==> config.mk <==
export PLATFORM = sky130hd
export DESIGN_NAME = bus_initiator
export DESIGN_NICKNAME = d
export VERILOG_FILES = /design/src/rtl/bus_pkg.sv /design/src/rtl/bus_initiator.sv
export SDC_FILE = /design/constraint.sdc
export NUM_CORES = 1
export LEC_CHECK = 0
export ABC_AREA = 0
export ABC_CLOCK_PERIOD_IN_PS = 3000
export BUFFER_PORTS_ARGS = -buffer_cell sky130_fd_sc_hd__buf_2
export CAP_MARGIN = 30
export CORE_ASPECT_RATIO = 1.5
export CORE_MARGIN = 2
export CORE_UTILIZATION = 30
export CTS_BUF_LIST = sky130_fd_sc_hd__clkbuf_8
export DETAILED_ROUTE_END_ITERATION = 8
export SYNTH_ARGS = -nofsm -noshare
export SYNTH_HDL_FRONTEND = slang
export SYNTH_SLANG_ARGS = --single-unit
==> constraint.sdc <==
create_clock -name sys_clk -period 3 [get_ports sys_clk]
set_clock_uncertainty 0.1 [all_clocks]
set_input_delay 0 -clock sys_clk [delete_from_list [all_inputs] [get_ports sys_clk]]
set_output_delay 0 -clock sys_clk [all_outputs]
set_load 0.02 [all_outputs]
==> src/rtl/bus_pkg.sv <==
// Shared definitions for the register-bus initiator.
// Holds the bus widths, the error data word and the FSM state type.
package bus_pkg;

    localparam int unsigned BUS_ADDR_W = 24;
    localparam int unsigned BUS_DATA_W = 32;
    localparam int unsigned BUS_STRB_W = 4;

    localparam logic [BUS_DATA_W-1:0] BUS_ERR_DATA = 32'hDEAD_BEEF;

    typedef enum logic [1:0] {
        IDLE = 2'd0,
        REQ  = 2'd1,
        RESP = 2'd2
    } bus_init_state_t;

    // Reads carry no byte enables on the bus; writes pass the command's.
    function automatic logic [BUS_STRB_W-1:0] bus_strb_for(
        input logic                  is_write,
        input logic [BUS_STRB_W-1:0] strb
    );
        return is_write ? strb : '0;
    endfunction

    // Reads carry no write data on the bus.
    function automatic logic [BUS_DATA_W-1:0] bus_wdata_for(
        input logic                  is_write,
        input logic [BUS_DATA_W-1:0] wdata
    );
        return is_write ? wdata : '0;
    endfunction

endpackage

==> src/rtl/bus_initiator.sv <==
// Single-outstanding register-bus initiator.
// Accepts one command, drives it onto the subsystem bus until the responder
// acknowledges, then holds the response until it is consumed.
// Optional feature macro: BUS_INITIATOR_TIMEOUT_EN adds a wait counter that
// aborts a stalled bus request after TIMEOUT_CYCLES cycles with an error.
module bus_initiator
    import bus_pkg::*;
#(
    parameter int unsigned TIMEOUT_CYCLES = 256
) (
    input  logic                  sys_clk,
    input  logic                  rst,

    input  logic                  cmd_valid,
    output logic                  cmd_ready,
    input  logic                  cmd_write,
    input  logic [BUS_ADDR_W-1:0] cmd_addr,
    input  logic [BUS_DATA_W-1:0] cmd_wdata,
    input  logic [BUS_STRB_W-1:0] cmd_wstrb,

    output logic                  rsp_valid,
    input  logic                  rsp_ready,
    output logic [BUS_DATA_W-1:0] rsp_rdata,
    output logic                  rsp_error,

    output logic                  bus_valid,
    output logic [BUS_ADDR_W-1:0] bus_addr,
    output logic                  bus_write,
    output logic [BUS_DATA_W-1:0] bus_wdata,
    output logic [BUS_STRB_W-1:0] bus_wstrb,
    input  logic [BUS_DATA_W-1:0] bus_rdata,
    input  logic                  bus_ready
);

    bus_init_state_t       state_q, state_d;

    logic                  bus_valid_q, bus_valid_d;
    logic [BUS_ADDR_W-1:0] bus_addr_q,  bus_addr_d;
    logic                  bus_write_q, bus_write_d;
    logic [BUS_DATA_W-1:0] bus_wdata_q, bus_wdata_d;
    logic [BUS_STRB_W-1:0] bus_wstrb_q, bus_wstrb_d;

    logic                  rsp_valid_q, rsp_valid_d;
    logic [BUS_DATA_W-1:0] rsp_rdata_q, rsp_rdata_d;

    logic                  cmd_take;

`ifdef BUS_INITIATOR_TIMEOUT_EN
    localparam logic [15:0] WAIT_LAST = 16'(TIMEOUT_CYCLES - 1);

    logic [15:0]           wait_q, wait_d;
    logic                  rsp_error_q, rsp_error_d;
    logic                  timeout_hit;

    // The counter holds the number of REQ edges already spent without
    // bus_ready, so the edge that would make it reach the limit aborts.
    assign timeout_hit = (wait_q == WAIT_LAST);
    assign rsp_error   = rsp_error_q;
`else
    assign rsp_error   = 1'b0;
`endif

    // Held low during reset so no command can be offered into a clearing FSM.
    assign cmd_ready = (state_q == IDLE) && !rst;
    assign cmd_take  = cmd_valid && cmd_ready;

    assign bus_valid = bus_valid_q;
    assign bus_addr  = bus_addr_q;
    assign bus_write = bus_write_q;
    assign bus_wdata = bus_wdata_q;
    assign bus_wstrb = bus_wstrb_q;
    assign rsp_valid = rsp_valid_q;
    assign rsp_rdata = rsp_rdata_q;

    // Next-state and next-register computation; everything holds unless the
    // current state has a reason to change it.
    always_comb begin
        state_d     = state_q;
        bus_valid_d = bus_valid_q;
        bus_addr_d  = bus_addr_q;
        bus_write_d = bus_write_q;
        bus_wdata_d = bus_wdata_q;
        bus_wstrb_d = bus_wstrb_q;
        rsp_valid_d = rsp_valid_q;
        rsp_rdata_d = rsp_rdata_q;
`ifdef BUS_INITIATOR_TIMEOUT_EN
        wait_d      = wait_q;
        rsp_error_d = rsp_error_q;
`endif

        unique case (state_q)
            IDLE: begin
                if (cmd_take) begin
                    bus_valid_d = 1'b1;
                    bus_addr_d  = cmd_addr;
                    bus_write_d = cmd_write;
                    bus_wdata_d = bus_wdata_for(cmd_write, cmd_wdata);
                    bus_wstrb_d = bus_strb_for(cmd_write, cmd_wstrb);
`ifdef BUS_INITIATOR_TIMEOUT_EN
                    wait_d      = '0;
`endif
                    state_d     = REQ;
                end
            end

            REQ: begin
                if (bus_ready) begin
                    bus_valid_d = 1'b0;
                    rsp_valid_d = 1'b1;
                    rsp_rdata_d = bus_write_q ? '0 : bus_rdata;
`ifdef BUS_INITIATOR_TIMEOUT_EN
                    rsp_error_d = 1'b0;
`endif
                    state_d     = RESP;
                end
`ifdef BUS_INITIATOR_TIMEOUT_EN
                else if (timeout_hit) begin
                    bus_valid_d = 1'b0;
                    rsp_valid_d = 1'b1;
                    rsp_rdata_d = BUS_ERR_DATA;
                    rsp_error_d = 1'b1;
                    wait_d      = wait_q + 16'd1;
                    state_d     = RESP;
                end else begin
                    wait_d      = wait_q + 16'd1;
                end
`endif
            end

            RESP: begin
                if (rsp_ready) begin
                    rsp_valid_d = 1'b0;
                    state_d     = IDLE;
                end
            end

            default: begin
                state_d     = IDLE;
                bus_valid_d = 1'b0;
                rsp_valid_d = 1'b0;
            end
        endcase
    end

    // State and capture registers; reset drops any transaction in flight.
    always_ff @(posedge sys_clk or posedge rst) begin
        if (rst) begin
            state_q     <= IDLE;
            bus_valid_q <= 1'b0;
            bus_addr_q  <= '0;
            bus_write_q <= 1'b0;
            bus_wdata_q <= '0;
            bus_wstrb_q <= '0;
            rsp_valid_q <= 1'b0;
            rsp_rdata_q <= '0;
        end else begin
            state_q     <= state_d;
            bus_valid_q <= bus_valid_d;
            bus_addr_q  <= bus_addr_d;
            bus_write_q <= bus_write_d;
            bus_wdata_q <= bus_wdata_d;
            bus_wstrb_q <= bus_wstrb_d;
            rsp_valid_q <= rsp_valid_d;
            rsp_rdata_q <= rsp_rdata_d;
        end
    end

`ifdef BUS_INITIATOR_TIMEOUT_EN
    // Wait counter and error flag exist only when the abort feature is built.
    always_ff @(posedge sys_clk or posedge rst) begin
        if (rst) begin
            wait_q      <= '0;
            rsp_error_q <= 1'b0;
        end else begin
            wait_q      <= wait_d;
            rsp_error_q <= rsp_error_d;
        end
    end
`endif

endmodule

==> out/results.ini, run 1 <==
[power]
leakage_uw = 0.00344
ir_worst_vdd_v = 0.000295
power.total_uw = 5210
powerDensity_nw_per_um2 = 779

[floorplan]
io_pins = 195
dieArea_sq_um = 15800
die_w_um = 103
core_area_sq_um = 14500
die_y_um = 153
initial_core_util_pct = 30.6
rows = 54

[clock_tree]
clkTransAtPathRegs_ns = 0.10
cts_sinks = 97
clk_path_buf_depth = 2
insertion_delay_ns = 0.36
ctsResizeCount = 0
postCtsSetupBuffers = 0
clockRootBuffer = clkbuf_8
cts_tree = yes
cts_hold_buffers = 97
htreeDepth = 3
cts_made_buffers = 9

[timing]
holdWs_ns = 0.0894
maxSlewHeadroom_pct = 36.4
setup_violations = 0
hold_viol = 0
fmax_mhz = 535
tns_ns = 0
finalCriticalPeriod_ns = 1.87
period_share_pct = 62.4
rsz0062_at_grt = false
maxSlewViolCount = 0
worst_slew_pin_slew_ns = 0.954
worst_slack_ns = 1.13

[place]
port-buffer-count = 193
hpwl_mm = 7.26
dp_slack_ns = 1.10
place_congestion = 0.691

[job]
max_cap_violations = 0

[synth]
synth.ff_latch_count = 97
ys_warn_count = 0
syn_area_sq_um = 4440
synth_top_area_share_pct = 54.7
syn_avg_cell_area_sq_um = 13.5
synth.area.top_cells = dfrtp_1 55%, mux2_4 17%, mux2i_1 8.1%
netlist_instances = 329
yosysTopAreaCell = dfrtp_1
seq_area_frac_synth_pct = 54.7
synth_cell_types = 26
syn-num-nets = 427

[critical_path]
cp.required_ns = 3.15
worstPathArrival_ns = 2.02
end_kind = flip-flop
start_kind = flip-flop
setup.worst_path.class = reg -> reg
critPathMaxFanout = 21
r2r_start = state_q[0]$_DFFE_PP0P_
r2r_slack_ns = 1.13
rr_endpoint = bus_addr[0]$_DFFE_PP0P_
r2r_cells = 3

[cells_and_area]
syn2layout_area_growth_pct = 50.6
layout.nets = 714
diodes = 0
final_common_cell = buf_2
final_cell_mix = 193 x buf_2, 97 x dfrtp_1, 97 x dlygate4sd3_1
num-fill-cells = 1335
drive_gt1_share_pct = 44.0

[detailed_routing]
ant_nets = 0
drtIter0Drc = 101
drc = 0
firstDrtPassIters = 4
viasPerCell = 4.18
vias = 3419
routed_wl_mm = 11.4
post_drt_wl_per_cell_um = 13.9

[global_route]
gr-total-overflow = 0
grt_pass1_vias = 3733
grt_max_degree = 60
grt_pass1_wl_mm = 18.1
grt_use_total_pct = 14.7
antenna_found_initial = 0

[worst_hold_path]
hold_path_end = bus_wstrb[0]$_DFFE_PP0P_
hp-start = cmd_write
hold_path.class = in -> reg
hold_depth = 3

[outcome]
outcome = complete, no violations

critical path: stages (launching register included):
cell     delay, ns
dfrtp_1       0.48
nor4b_4       0.40
buf_4         0.41
mux2_1        0.37
state kept, by name (all words and copies together), names as in the netlist:
signal     cells
bus_wdata     32
bus_valid      1
bus_wstrb      4
bus_write      1
rsp_valid      1
rsp_rdata     32
bus_addr      24
state_q        2
synth_stat cells:
library cell and number:
mux2_4 49, nor3b_1 1, nor2b_1 12, mux2_1 3
mux2i_1 36, buf_12 6, o21ai_0 1, inv_1 37
nor2_1 1, o2bb2ai_1 1, a21oi_1 2, mux2_2 5
or3b_2 1, conb_1 1, nor3_1 1, nor4b_4 1
buf_4 1, and2b_1 20, nand2_1 36, buf_6 6
dfrtp_1 97, nand2b_1 1, or2_1 1, a21o_1 1
and3b_1 1, clkbuf_1 7
report_power, final:
part	total, uW	internal, uW	switching (uW)
clock network	965	478	487
registers	2090	1770	314
logic	2160	1020	1140
total	5210	3270	1940
per-layer routing:
| layer | vias to the layer above | routed length [um] | GRT usage (%) |
|---|---|---|---|
| li1 | 1619 | - | - |
| met1 | 1650 | 4500 | 15.6 |
| met2 | 126 | 5970 | 26.9 |
| met3 | 24 | 586 | 2.88 |
| met4 | 0 | 335 | 6.95 |
| met5 | - | 0 | 0 |
logic make-up after synthesis:
| group | count (synthesis) | share of synthesized area [%] |
|---|---|---|
| compound gates | 5 | 0.705 |
| buf+inv | 57 | 8.12 |
| flops | 97 | 54.7 |
| mux | 93 | 26.7 |
| other cells | 1 | 0.0845 |
| simple gates | 76 | 9.70 |
worst max-delay path by stage:
stage                           start  slack (ns)  depth (start not counted)                       to
2_1_floorplan                     rst        0.37                          1  bus_addr[0]$_DFFE_PP0P_
3_3_place_gp   state_q[0]$_DFFE_PP0P_        1.15                          3    bus_write$_DFFE_PP0P_
5_1_grt        state_q[0]$_DFFE_PP0P_        1.02                          3  bus_addr[0]$_DFFE_PP0P_
6_report       state_q[0]$_DFFE_PP0P_        1.13                          3  bus_addr[0]$_DFFE_PP0P_
3_5_place_dp   state_q[0]$_DFFE_PP0P_        1.10                          3  bus_addr[0]$_DFFE_PP0P_
4_1_cts        state_q[0]$_DFFE_PP0P_        1.08                          3  bus_addr[0]$_DFFE_PP0P_
final cells by class:
| class | count | area, sq um | area share [%] |
|---|---|---|---|
| flip-flops and latches | 97 | 2430 | 36.3 |
| repair buffers | 296 | 1990 | 29.8 |
| multi-input cells | 175 | 1650 | 24.7 |
| well taps | 196 | 245 | 3.67 |
| inverters | 37 | 141 | 2.12 |
| clock buffers | 9 | 124 | 1.85 |
| clock inverters | 7 | 98.8 | 1.48 |
per-stage QoR:
stage / util (%) / cell area (sq um) / instances
floorplan: - / 4440 / 329
global placement: 37.8 / 5490 / 704
detailed placement: 37.8 / 5490 / 704
CTS: 46.0 / 6680 / 817
global route: 46.0 / 6680 / 817
finish: 46.0 / 6680 / 817
Note: power is estimated with default switching activity, not from simulation.
==> inputs of run 2 (changes only) <==
ABC_CLOCK_PERIOD_IN_PS = 1700   (was 3000)
clock period = 1.7 ns   (was 3 ns; I/O delays follow)
==> out/results.ini, run 2 (synthesis gave the netlist of run 1 again) <==
[critical_path]
critPathMaxFanout = 17
worstPathArrival_ns = 1.75
path_cells = buf_4, and3b_2, buf_12, mux2_2
end_kind = flip-flop
cp.required_ns = 1.83
crit_buf_inv = 2
slowest_stage = dfrtp_1
critPathTopFamily = flip-flops
critical-path-max-stage-delay_ns = 0.41
start_kind = flip-flop
setup.worst_path.class = reg -> reg

[global_route]
grt_pass1_vias = 3837
gr-total-overflow = 0
antenna_found_initial = 0
grt_max_degree = 48
grt_use_total_pct = 14.7
grt_pass1_wl_mm = 18.2

[floorplan]
dieArea_sq_um = 15800
initial_core_util_pct = 30.6
die_w_um = 103
io_pins = 195
die_y_um = 153
rows = 54
core_area_sq_um = 14500

[timing]
rsz0062_at_grt = false
setup_violations = 0
finalCriticalPeriod_ns = 1.62
maxSlewViolCount = 0
period_share_pct = 95.5
holdWs_ns = 0.108
fmax_mhz = 616
worst_slew_pin_slew_ns = 0.698
worst_slack_ns = 0.0763
tns_ns = 0
maxSlewHeadroom_pct = 53.5
hold_viol = 0

[detailed_routing]
met3WireLength_um = 597
vias = 3443
drtIter0Drc = 59
met1_length_mm = 4.42
highest_layer = met4
ant_nets = 0
post_drt_wl_per_cell_um = 13.8
viasPerCell = 4.16
routed_wl_mm = 11.5
firstDrtPassIters = 4
wl_met2_mm = 6.24
drc = 0

[clock_tree]
clkTransAtPathRegs_ns = 0.10
ctsResizeCount = 0
cts_made_buffers = 9
insertion_delay_ns = 0.34
clockRootBuffer = clkbuf_8
cts_tree = yes
htreeDepth = 3
cts_sinks = 97
clk_path_buf_depth = 2

[cells_and_area]
drive_gt1_share_pct = 44.6
final_cell_mix = 193 x buf_2, 97 x dfrtp_1, 97 x dlygate4sd3_1
multi_input_area_sq_um = 1650
syn2layout_area_growth_pct = 53.8
seqCellArea_sq_um = 2430
layout.nets = 725
num-fill-cells = 1322
fin_util_pct = 47.0
diodes = 0
fin_cells = 828
final_common_cell = buf_2

[place]
port-buffer-count = 193
hpwl_mm = 7.63
place_congestion = 0.719
dp_slack_ns = 0.0279
dp.cells = 714

[worst_hold_path]
hold_path.class = in -> reg

[power]
p_int_uw = 5870
powerDensity_nw_per_um2 = 1350
swShare_pct = 36.4
seqPwrFrac_pct = 39.0
clkPwrFrac_pct = 17.9
leakage_uw = 0.00351
ir_worst_vdd_v = 0.000585
p_sw_uw = 3350
combPwrFrac_pct = 43.1

[outcome]
outcome = complete, no violations

[job]
max_cap_violations = 0

[run 2: cell types whose count changed in the layout (fill, tap and decap cells not counted), sizes merged]
cell	delta
clkinvlp	+1
buf	+11
clkbuf	+1
inv	-2
[run 2: repair_timing]
action | in CTS | in global routing
endpoints found under the setup margin | 0 | 16
buffers inserted | 0 | 1
hold endpoints to repair | 119 | 0
hold buffers | 97 | 0
[run 2: metal layers]
| layer | vias to the layer above | global-route usage, % |
|---|---|---|
| met3 | 13 | 4.07 |
| met2 | 115 | 27.0 |
| li1 | 1639 | - |
| met5 | - | 0 |
| met4 | 0 | 5.20 |
| met1 | 1676 | 15.7 |
[run 2: path summary, 6_finish.rpt]
kind                                              to  slack [ns]  depth (start not counted)              startpoint
hold reg to reg                bus_valid$_DFFE_PP0P_        0.39                          1   bus_valid$_DFFE_PP0P_
min in group asynchronous      rsp_valid$_DFFE_PP0P_        0.22                          3                     rst
hold / removal              bus_wstrb[1]$_DFFE_PP0P_        0.11                          3               cmd_write
setup / recovery           rsp_rdata[17]$_DFFE_PP0P_        0.08                          4  state_q[1]$_DFFE_PP0P_
setup reg to reg           rsp_rdata[17]$_DFFE_PP0P_        0.08                          4  state_q[1]$_DFFE_PP0P_
max in group asynchronous   bus_addr[21]$_DFFE_PP0P_        0.65                          4                     rst
[run 2: cell type report]
type | count | area share (%)
Sequential cell | 97 | 35.5
Inverter | 37 | 2.09
Clock buffer | 10 | 2.02
Clock inverter | 6 | 1.23
Tap cell | 196 | 3.59
Multi-Input combinational cell | 175 | 24.2
Timing Repair Buffer | 307 | 31.3
[run 2: worst reg2reg max path: stages, from the launching register on]
cell and delay (ns):
dfrtp_1 0.41, buf_4 0.16, and3b_2 0.29, buf_12 0.19, mux2_2 0.35
[run 2: power groups by stage]
| stage | combinational, uW | sequential (uW) | clock (uW) |
|---|---|---|---|
| final | 3980 | 3600 | 1650 |
| after detailed placement | 3820 | 3610 | 0 |
| after floorplan | 1510 | 4620 | 0 |
| after CTS | 4010 | 3600 | 1730 |
| after global routing | 4270 | 3710 | 1840 |
| after global placement | 3730 | 3610 | 0 |
[run 2: stage by stage]
stage	total power [uW]	instance area, sq um
floorplan	6130	4440
global placement	7340	5630
detailed placement	7440	5630
CTS	9330	6820
global route	9830	6830
finish	9230	6830
